`config.mk`:
```
export PLATFORM = sky130hd
export DESIGN_NAME = control_pipe_decoder_flat
export DESIGN_NICKNAME = d
export VERILOG_FILES = /design/src/rtl/ctrl_pkg.sv /design/src/rtl/control_pipe_decoder_if.sv /design/src/rtl/control_decode.sv /design/src/rtl/control_pipe_decoder.sv /design/src/flat_wrapper.sv
export SDC_FILE = /design/constraint.sdc
export NUM_CORES = 1
export LEC_CHECK = 0
export ABC_CLOCK_PERIOD_IN_PS = 2500
export CORE_ASPECT_RATIO = 1.75
export CORE_MARGIN = 1.5
export CORE_UTILIZATION = 42
export DETAILED_ROUTE_END_ITERATION = 6
export GPL_ROUTABILITY_DRIVEN = 0
export GPL_TIMING_DRIVEN = 1
export MAX_ROUTING_LAYER = met4
export PLACE_DENSITY = 0.76
export SLEW_MARGIN = 20
export SYNTH_ARGS = -nofsm -noshare
export SYNTH_HDL_FRONTEND = slang
export SYNTH_SLANG_ARGS = --single-unit
```
`constraint.sdc`:
```
create_clock -name clk_i -period 2.5 [get_ports clk_i]
set_input_delay 0.5 -clock clk_i [delete_from_list [all_inputs] [get_ports clk_i]]
set_output_delay 0.5 -clock clk_i [all_outputs]
set_load 0.005 [all_outputs]
```
`src/rtl/ctrl_pkg.sv`:
```
// Shared types for the pipelined RV32I control decoder: opcodes, control-word fields
// and the ALU-code helper used by the decoder.
package ctrl_pkg;

  typedef enum logic [6:0] {
    OP_R      = 7'b0110011,
    OP_I      = 7'b0010011,
    OP_LOAD   = 7'b0000011,
    OP_STORE  = 7'b0100011,
    OP_BRANCH = 7'b1100011,
    OP_JAL    = 7'b1101111,
    OP_JALR   = 7'b1100111,
    OP_LUI    = 7'b0110111,
    OP_AUIPC  = 7'b0010111
  } opcode_e;

  typedef enum logic [1:0] {
    RES_ALU = 2'b00,
    RES_MEM = 2'b01,
    RES_PC4 = 2'b10
  } result_src_e;

  typedef enum logic [2:0] {
    IMM_I = 3'b000,
    IMM_S = 3'b001,
    IMM_B = 3'b010,
    IMM_J = 3'b011,
    IMM_U = 3'b100
  } imm_src_e;

  typedef enum logic [3:0] {
    ALU_ADD   = 4'b0000,
    ALU_SUB   = 4'b0001,
    ALU_AND   = 4'b0010,
    ALU_OR    = 4'b0011,
    ALU_XOR   = 4'b0100,
    ALU_SLT   = 4'b0101,
    ALU_SLTU  = 4'b0110,
    ALU_SLL   = 4'b0111,
    ALU_SRL   = 4'b1000,
    ALU_SRA   = 4'b1001,
    ALU_PASSB = 4'b1010
  } alu_ctrl_e;

  typedef struct packed {
    logic        branch;
    logic        jal;
    logic        jalr;
    result_src_e result_src;
    logic        mem_write;
    logic        alu_src_a_pc;
    logic        alu_src_b_imm;
    imm_src_e    imm_src;
    logic        reg_write;
    alu_ctrl_e   alu_ctrl;
    logic [2:0]  funct3;
    logic [4:0]  rd;
    logic [4:0]  rs1;
    logic [4:0]  rs2;
    logic        illegal;
  } ctrl_t;

  localparam int unsigned CTRL_W = $bits(ctrl_t);
  localparam ctrl_t CTRL_BUBBLE = ctrl_t'('0);

  // ALU code for OP/OP-IMM; SUB exists only in the register form.
  function automatic alu_ctrl_e aluFromFunct(input logic [2:0] funct3, input logic funct7b5,
                                             input logic isReg);
    alu_ctrl_e code;
    case (funct3)
      3'b000:  code = (isReg && funct7b5) ? ALU_SUB : ALU_ADD;
      3'b001:  code = ALU_SLL;
      3'b010:  code = ALU_SLT;
      3'b011:  code = ALU_SLTU;
      3'b100:  code = ALU_XOR;
      3'b101:  code = funct7b5 ? ALU_SRA : ALU_SRL;
      3'b110:  code = ALU_OR;
      default: code = ALU_AND;
    endcase
    return code;
  endfunction

endpackage

```
`src/rtl/control_pipe_decoder_if.sv`:
```
// ID-side instruction/control bundle of the pipelined decoder.
interface control_pipe_decoder_if
  import ctrl_pkg::*;
#(
  parameter int unsigned NUM_STAGES = 3,
  parameter int unsigned CNT_W      = 32
);
  logic [31:0]           instr_i;
  logic                  instr_valid_i;
  logic                  hold_i;
  logic                  flush_i;
  logic                  stall_o;
  logic                  illegal_o;
  ctrl_t [NUM_STAGES-1:0] ctrl_o;
  logic [NUM_STAGES-1:0] valid_o;
  logic [CNT_W-1:0]      stall_cnt_o;

  modport master (
    output instr_i, instr_valid_i, hold_i, flush_i,
    input  stall_o, illegal_o, ctrl_o, valid_o, stall_cnt_o
  );

  modport slave (
    input  instr_i, instr_valid_i, hold_i, flush_i,
    output stall_o, illegal_o, ctrl_o, valid_o, stall_cnt_o
  );
endinterface

```
`src/rtl/control_decode.sv`:
```
// Combinational RV32I instruction to control-word decoder, plus source-register use flags.
module control_decode
  import ctrl_pkg::*;
(
  input  logic [31:0] instr,
  output ctrl_t       ctrl,
  output logic        rs1Used,
  output logic        rs2Used
);

  logic [2:0] funct3;
  logic       funct7b5;
  logic       legal;
  logic       unusedBits;

  assign funct3     = instr[14:12];
  assign funct7b5   = instr[30];
  assign unusedBits = ^{instr[31], instr[29:25]};

  always_comb begin
    ctrl    = CTRL_BUBBLE;
    rs1Used = 1'b0;
    rs2Used = 1'b0;
    legal   = 1'b1;
    case (instr[6:0])
      OP_R: begin
        ctrl.reg_write = 1'b1;
        ctrl.alu_ctrl  = aluFromFunct(funct3, funct7b5, 1'b1);
        rs1Used        = 1'b1;
        rs2Used        = 1'b1;
      end
      OP_I: begin
        ctrl.reg_write     = 1'b1;
        ctrl.alu_src_b_imm = 1'b1;
        ctrl.alu_ctrl      = aluFromFunct(funct3, funct7b5, 1'b0);
        rs1Used            = 1'b1;
      end
      OP_LOAD: begin
        ctrl.reg_write     = 1'b1;
        ctrl.result_src    = RES_MEM;
        ctrl.alu_src_b_imm = 1'b1;
        rs1Used            = 1'b1;
      end
      OP_STORE: begin
        ctrl.mem_write     = 1'b1;
        ctrl.alu_src_b_imm = 1'b1;
        ctrl.imm_src       = IMM_S;
        rs1Used            = 1'b1;
        rs2Used            = 1'b1;
      end
      OP_BRANCH: begin
        ctrl.branch   = 1'b1;
        ctrl.imm_src  = IMM_B;
        ctrl.alu_ctrl = ALU_SUB;
        rs1Used       = 1'b1;
        rs2Used       = 1'b1;
      end
      OP_AUIPC: begin
        ctrl.reg_write     = 1'b1;
        ctrl.alu_src_a_pc  = 1'b1;
        ctrl.alu_src_b_imm = 1'b1;
        ctrl.imm_src       = IMM_U;
      end
      OP_LUI: begin
        ctrl.reg_write     = 1'b1;
        ctrl.alu_src_b_imm = 1'b1;
        ctrl.imm_src       = IMM_U;
        ctrl.alu_ctrl      = ALU_PASSB;
      end
      OP_JAL: begin
        ctrl.jal        = 1'b1;
        ctrl.reg_write  = 1'b1;
        ctrl.result_src = RES_PC4;
        ctrl.imm_src    = IMM_J;
      end
      OP_JALR: begin
        ctrl.jalr          = 1'b1;
        ctrl.reg_write     = 1'b1;
        ctrl.result_src    = RES_PC4;
        ctrl.alu_src_b_imm = 1'b1;
        rs1Used            = 1'b1;
      end
      default: legal = 1'b0;
    endcase

    // Register fields ride along only for recognised opcodes; unknown ones stay all-zero.
    if (legal) begin
      ctrl.funct3 = funct3;
      ctrl.rd     = instr[11:7];
      ctrl.rs1    = instr[19:15];
      ctrl.rs2    = instr[24:20];
    end else begin
      ctrl.illegal = 1'b1;
    end
  end

endmodule

```
`src/rtl/control_pipe_decoder.sv`:
```
// Pipelined control decoder: decodes in ID, carries the control word through NUM_STAGES
// registered stages and resolves load-use stall, flush and hold.
module control_pipe_decoder
  import ctrl_pkg::*;
#(
  parameter int unsigned NUM_STAGES = 3,
  parameter int unsigned CNT_W      = 32
)
(
  input logic                    clk_i,
  input logic                    rst_i,
  control_pipe_decoder_if.slave  bus
);

  ctrl_t                  dec;
  logic                   rs1Used;
  logic                   rs2Used;
  logic                   stall;
  logic                   rdHit;
  logic                   flushNow;

  ctrl_t [NUM_STAGES-1:0] ctrlQ, ctrlD;
  logic [NUM_STAGES-1:0]  validQ, validD;
  logic [CNT_W-1:0]       stallCntQ, stallCntD;
  logic                   flushPend, flushPendD;

  control_decode uDecode (
    .instr   (bus.instr_i),
    .ctrl    (dec),
    .rs1Used (rs1Used),
    .rs2Used (rs2Used)
  );

  // Load in stage 0 whose destination feeds the instruction now in ID.
  assign rdHit = (rs1Used && (dec.rs1 == ctrlQ[0].rd)) || (rs2Used && (dec.rs2 == ctrlQ[0].rd));
  assign stall = bus.instr_valid_i && validQ[0] && (ctrlQ[0].result_src == RES_MEM) &&
                 (ctrlQ[0].rd != 5'd0) && rdHit && !bus.flush_i && !flushPend;
  assign flushNow = bus.flush_i || flushPend;

  always_comb begin
    ctrlD      = ctrlQ;
    validD     = validQ;
    stallCntD  = stallCntQ;
    flushPendD = flushPend;
    if (bus.hold_i) begin
      if (bus.flush_i) flushPendD = 1'b1;
    end else begin
      ctrlD  = ctrlQ << CTRL_W;
      validD = validQ << 1;
      if (flushNow) begin
        ctrlD[0]   = CTRL_BUBBLE;
        validD[0]  = 1'b0;
        flushPendD = 1'b0;
      end else if (stall) begin
        ctrlD[0]  = CTRL_BUBBLE;
        validD[0] = 1'b0;
        if (stallCntQ != '1) stallCntD = stallCntQ + CNT_W'(1);
      end else begin
        ctrlD[0]  = bus.instr_valid_i ? dec : CTRL_BUBBLE;
        validD[0] = bus.instr_valid_i;
      end
    end
  end

  always_ff @(posedge clk_i) begin
    if (rst_i) begin
      ctrlQ     <= '0;
      validQ    <= '0;
      stallCntQ <= '0;
      flushPend <= 1'b0;
    end else begin
      ctrlQ     <= ctrlD;
      validQ    <= validD;
      stallCntQ <= stallCntD;
      flushPend <= flushPendD;
    end
  end

  assign bus.stall_o     = stall;
  assign bus.illegal_o   = bus.instr_valid_i && dec.illegal;
  assign bus.ctrl_o      = ctrlQ;
  assign bus.valid_o     = validQ;
  assign bus.stall_cnt_o = stallCntQ;

endmodule
```
`src/flat_wrapper.sv`:
```
// flat-port wrapper written by rule: the top's interface ports become plain ports
module control_pipe_decoder_flat import ctrl_pkg::*;
#(
  parameter int unsigned NUM_STAGES = 3,
  parameter int unsigned CNT_W      = 32
)
  (clk_i, rst_i, bus_instr_i, bus_instr_valid_i, bus_hold_i, bus_flush_i, bus_stall_o, bus_illegal_o, bus_ctrl_o, bus_valid_o, bus_stall_cnt_o);
  control_pipe_decoder_if #(.NUM_STAGES(NUM_STAGES), .CNT_W(CNT_W)) bus_i ();
  input logic clk_i;
  input logic rst_i;
  input wire logic [$bits(bus_i.instr_i)-1:0] bus_instr_i;
  input wire logic [$bits(bus_i.instr_valid_i)-1:0] bus_instr_valid_i;
  input wire logic [$bits(bus_i.hold_i)-1:0] bus_hold_i;
  input wire logic [$bits(bus_i.flush_i)-1:0] bus_flush_i;
  output wire logic [$bits(bus_i.stall_o)-1:0] bus_stall_o;
  output wire logic [$bits(bus_i.illegal_o)-1:0] bus_illegal_o;
  output wire logic [$bits(bus_i.ctrl_o)-1:0] bus_ctrl_o;
  output wire logic [$bits(bus_i.valid_o)-1:0] bus_valid_o;
  output wire logic [$bits(bus_i.stall_cnt_o)-1:0] bus_stall_cnt_o;
  assign bus_i.instr_i = bus_instr_i;
  assign bus_i.instr_valid_i = bus_instr_valid_i;
  assign bus_i.hold_i = bus_hold_i;
  assign bus_i.flush_i = bus_flush_i;
  assign bus_stall_o = bus_i.stall_o;
  assign bus_illegal_o = bus_i.illegal_o;
  assign bus_ctrl_o = bus_i.ctrl_o;
  assign bus_valid_o = bus_i.valid_o;
  assign bus_stall_cnt_o = bus_i.stall_cnt_o;
  control_pipe_decoder #(.NUM_STAGES(NUM_STAGES), .CNT_W(CNT_W)) u_core (.clk_i(clk_i), .rst_i(rst_i), .bus(bus_i));
endmodule
```
# Word level (Yosys, flattened, before mapping)
# Index checks and enable logic that the tools add are counted.
# W data, S select, Z words.
[op_classes] multipliers=0 n_addsub=1 n_bitwise=2 mux=27 n_reduce_logical=25 n_eq_ne=20 shift=0 div=0 order_cmp=0
[ops] op="$mux W35" n=3
[ops] op="$pmux W4 S7" n=2
[ops] op="$add A32 B1 Y32 const B" n=1
[ops] op="$ne A32 B32 Y1 const B" n=1
[ops] op="$eq A7 B6 Y1 const B" n=3
[ops] op="$eq A7 B7 Y1 const B" n=3
[ops] op="$mux W1" n=18
[ops] op="$mux W18" n=1
[ops] op="$pmux W4 S4" n=1
[ops] op="$eq A7 B5 Y1 const B" n=2
[ops] op="$pmux W3 S4" n=1
[ops] op="$reduce_or A6 Y1" n=2
[ops] op="$eq A5 B5 Y1" n=2
[ops] op="$eq A3 B3 Y1 const B" n=3
[ops] op="$logic_and A1 B1 Y1" n=9
[ops] op="$reduce_or A9 Y1" n=1
[ops] op="$eq A7 B2 Y1 const B" n=1
[ops] op="$reduce_or A7 Y1" n=1
[ops] op="$eq A3 B2 Y1 const B" n=2
[ops] op="$reduce_bool A5 Y1" n=1
[ops] op="$pmux W2 S2" n=1
[ops] op="$reduce_and A4 Y1" n=1
[ops] op="$reduce_or A2 Y1" n=2
[ops] op="$eq A3 B1 Y1 const B" n=1
[ops] op="9 further kinds" n=12
[totals] latch_bits=0 reg_bits=141 output_inout_bits=142 mem_bits_ro=0 mem_count=0 ramBits=0 wordCells=123 in_bits=37

# Logic depth before layout (Yosys ltp)
[depth] word_depth=12 ltp_mapped=11 ltp_nobuf=9

# By module
# A second synthesis with hierarchy kept.
[hier_totals] hier_cells=618 area_unflattened_um2=6000.8
[modules_own_cells] mod="control_pipe_decoder" n_inst=1 area_each_um2=5494.0 cells_each=545
[modules_own_cells] mod="control_decode" n_inst=1 area_each_um2=506.7 cells_each=73

# Worst setup path before layout
# OpenSTA, ideal clock, no wires.
[synth_path] path_type="in2reg" from="input bus_instr_i[4]" to="register u_core.ctrlQ (netlist bit u_core.bus.ctrl_o[5])" setup_time_ns=0.117 t_required_ns=2.383 cell_stages=11 path_buffers=3 t_arrival_ns=2.550 setup_slack_ns=-0.167 path_cell_list="buf_6 nand2b_4 a211o_1 a21oi_2 nand2_1 a221o_1 o21a_1 and3_1 buf_2 buf_2 a22o_1"
[synth_between] elab_chain_cells=12 elab_cells_between_ends=27
[synth_rtl] element="from (decl)" line_no="flat_wrapper.sv:11" source="input wire logic [$bits(bus_i.instr_i)-1:0] bus_instr_i;"
[synth_rtl] element="$eq A7 B7 Y1 (tied with other cells)" line_no="control_decode.sv:25" source="case (instr[6:0])"
[synth_rtl] element="$reduce_or A9 Y1 (no source line)"
[synth_rtl] element="$mux W1" line_no="control_decode.sv:25"
[synth_rtl] element="$mux W18" line_no="control_decode.sv:87" source="if (legal) begin"
[synth_rtl] element="$eq A5 B5 Y1" line_no="control_pipe_decoder.sv:35" source="assign rdHit = (rs1Used && (dec.rs1 == ctrlQ[0].rd)) || (rs2Used && (dec.rs2 == ctrlQ[0].rd));"
[synth_rtl] element="$logic_and A1 B1 Y1" line_no="control_pipe_decoder.sv:35"
[synth_rtl] element="$logic_or A1 B1 Y1" line_no="control_pipe_decoder.sv:35"
[synth_rtl] element="$logic_and A1 B1 Y1 (3 in series)" line_no="control_pipe_decoder.sv:37" source="(ctrlQ[0].rd != 5'd0) && rdHit && !bus.flush_i && !flushPend;"
[synth_rtl] element="$mux W35 (*)" line_no="control_pipe_decoder.sv:54" source="end else if (stall) begin"
[synth_rtl] element="$mux W35 (*)" line_no="control_pipe_decoder.sv:50" source="if (flushNow) begin"
[synth_rtl] element="to (signal assigned)" line_no="control_pipe_decoder.sv:72" source="ctrlQ <= ctrlD;"
[synth_rtl] element="to (decl)" line_no="control_pipe_decoder.sv:22" source="ctrl_t [NUM_STAGES-1:0] ctrlQ, ctrlD;"
# Every way passes the cells marked *; elsewhere a longest branch is shown, timed or not.
# A chain may end at the register's enable or synchronous reset.

# Worst setup path in the final report
[layout_path] from="input bus_instr_valid_i" to="output bus_stall_o"
[layout_between] elab_chain_cells=6
[layout_rtl] element="from (decl)" line_no="flat_wrapper.sv:12" source="input wire logic [$bits(bus_i.instr_valid_i)-1:0] bus_instr_valid_i;"
[layout_rtl] element="$logic_and A1 B1 Y1 (3 in series)" line_no="control_pipe_decoder.sv:36" source="assign stall = bus.instr_valid_i && validQ[0] && (ctrlQ[0].result_src == RES_MEM) &&"
[layout_rtl] element="$logic_and A1 B1 Y1 (3 in series)" line_no="control_pipe_decoder.sv:37"
[layout_rtl] element="to (decl)" line_no="flat_wrapper.sv:15" source="output wire logic [$bits(bus_i.stall_o)-1:0] bus_stall_o;"
# No other way between the ends.

==> metrics.txt <==
first-pass GRT wire length about 28000 microns; P&R area growth vs syn 54.55%; setup tns final -2.239 ns; Synth Register Bits 141; DP Wirelength roughly 13000 microns; Post-Syn Area ~5800 sq um; Final Util 66.80%; clock skew between 0.008 and 0.009 ns; failing checks setup timing; YS warnings 0; clock root buffer clkbuf_16; Syn Nets approximately 670; unrepaired setup endpoints after global routing yes; Routed Antenna Nets 0; largest net degree at the start of global routing between 100 and 150; worst reg2reg path depth 11; Max Buffers Root-to-Sink 2; Initial DRC Count approximately 200; Hold WC Path Type reg2reg; synth cell count leaders 141 x dfxtp_1, 89 x nor2_1, 73 x mux2i_1; cell with the most instances after synthesis dfxtp_1; fillers about 1100; Worst Hold Path Cells 2; Mapped Cells roughly 640; share of Yosys cell area claimed by the top area cell type between 40% and 50%; Simple-Gate Fraction of Synth Area a little under a fifth; IO Pins roughly 180; TritonCTS clock tree done; initial antenna violation count 1; Worst EP arrival 2.26 ns; final worst slack -0.2591 ns; die area 14590 sq um; WP data required approximately 2.0 ns; area leader, netlist dfxtp_1; DRC errors left 0; Power Density 573.3 nW/um^2; Synth Area in Compound Gates 14.33%; post-DR wirelength/cell 17.06 microns; clk_lat worst skew between 0.4 and 0.5 ns; Synth Area in Adders less than 1%; status finished with violations; core area around 13000 sq um; share of cells above drive strength 1 a little under a fifth; Clock Sinks about 140; fin cells about 1100; DRT Wirelength 17980 microns; Lkg Pwr approximately 3.4 nW; Synth Flop Type dfxtp_1; Post-synth EDFFs 0; FMAX 0.3624 GHz; Mean Syn Cell Area ~9.1 sq um; vias in the first global route 5611; Initial Utilization 43.22%; VDD IR-drop max ~0.00057 V; Max-slew headroom a little under three fifths; Worst-Margin Slew between 0.6 and 0.7 ns; Final Hold Violating Endpoints 0; DRT Pass-1 Iters 5; PortBufs ~170; Tmin final 2.759 ns; largest cells by area after synthesis dfxtp_1 49%, mux2i_1 13%, nor2_1 5.7%; max-cap violations 0; Clock H-tree levels 4; crit-path max FO 3; part of the Yosys area used for sequential elements about half; final setup vio count 34; Placement Rows 56; total track usage 25.53%; kind of critical path in2out; Final Total Pwr just over 5 mW; Final Slew Violations 0; die height roughly 160 microns; crit share post-route 110.4%; DR vias 5613; clock-pin slew on the worst setup and hold paths 0.06 ns; Congestion Overflow GR 0; Placed Cells a little over 1000; Synth Area in XOR/XNOR less than 1%; DR vias/cell approximately 5.3; die width between 90 and 100 microns; Layout Nets 904; CTS Buf Count 17; largest family of logic cells by synthesized area simple AND/OR/NAND/NOR gates; async set or reset register ratio after synthesis 0%; Worst setup SP type primary input; CP endpoint kind output pin; number of distinct library cells after synthesis between 50 and 60; post-synthesis mux area share between 10% and 20%
layout make-up:
type                            count  area (sq um)  area share [%]
Antenna cell                        1         2.502         0.02785
Clock buffer                       18         429.2           4.776
Clock inverter                     14         185.2           2.061
Inverter                           15         56.30          0.6266
Multi-Input combinational cell    440          2932           32.62
Sequential cell                   141          2826           31.45
Tap cell                          174         217.7           2.423
Timing Repair Buffer              251          2337           26.01
critical path, cell delays in order:
cell           delay (ns)
dlygate4sd2_1        0.27
and4b_1              0.24
o311ai_2             0.12
buf_4                0.16
or3_4                0.32
a221o_1              0.29
o21a_1               0.20
inv_2                0.06
buf_2                0.10
layout by cell type (no fill, tap or decap), types with 14 or more instances in the layout:
cell               n
clkdlybuf4s50_1  154
buf_4             73
nor2_1            88
clkbuf_16         17
mux2i_1           73
inv_1             14
o21ai_0           40
or3_1             25
a22o_1            19
a21oi_1           29
nand2_1           36
nand3_1           15
dfxtp_1          138
logic make-up after synthesis:
logic type / count (synthesis)
DFF: 141
xor gates and xnor gates: 5
muxes: 77
adders and majority gates: 1
buffers and inverters: 55
and+or+nand+nor: 225
AOI/OAI and AO/OA: 132
report_power, final:
part / internal, mW / switching [mW]
registers: 2.25 / 0.00397
logic: 0.141 / 0.162
clock network: 1.59 / 0.999
total: 3.99 / 1.16
flip-flops by register name, indices dropped and copies added (netlist names):
register / count
u_core.bus.ctrl_o: 105
u_core.bus.stall_cnt_o: 32
u_core.bus.valid_o: 3
u_core.flushPend: 1
stage by stage:
step | area (sq um) | setup WS (ns) | hold slack [ns]
CTS | 8947 | -0.2385 | 0.4820
detailed placement | 8148 | -0.9028 | 0.4633
global placement | 8148 | -0.9047 | 0.4697
finish | 8986 | -0.2591 | 0.4767
floorplan | 5837 | -0.07997 | 0.4592
global route | 8986 | -0.3182 | 0.4932
metal layers:
metal	wire length (microns)	global-route usage [%]	up-vias
li1	-	-	2721
met1	6738	26.71	2623
met2	9587	44.69	212
met3	788	4.107	57
met4	869	15.68	0
met5	0	-	-
repair_timing:
item,CTS,global route
setup buffers,13,0
resized for setup,63,11
endpoints found under the setup margin,62,55
pin swaps,24,0
hold buffers,0,0
worst paths after layout:
check	from	to	slack (ns)
setup / recovery	bus_instr_valid_i	bus_stall_o	-0.26
setup reg to reg	u_core.bus.ctrl_o[31]	u_core.bus.stall_cnt_o[30]	-0.10
hold reg to reg	u_core.bus.ctrl_o[27]	u_core.bus.ctrl_o[27]	0.48
hold / removal	u_core.bus.ctrl_o[27]	u_core.bus.ctrl_o[27]	0.48
Note: power is estimated with default switching activity, not from simulation.
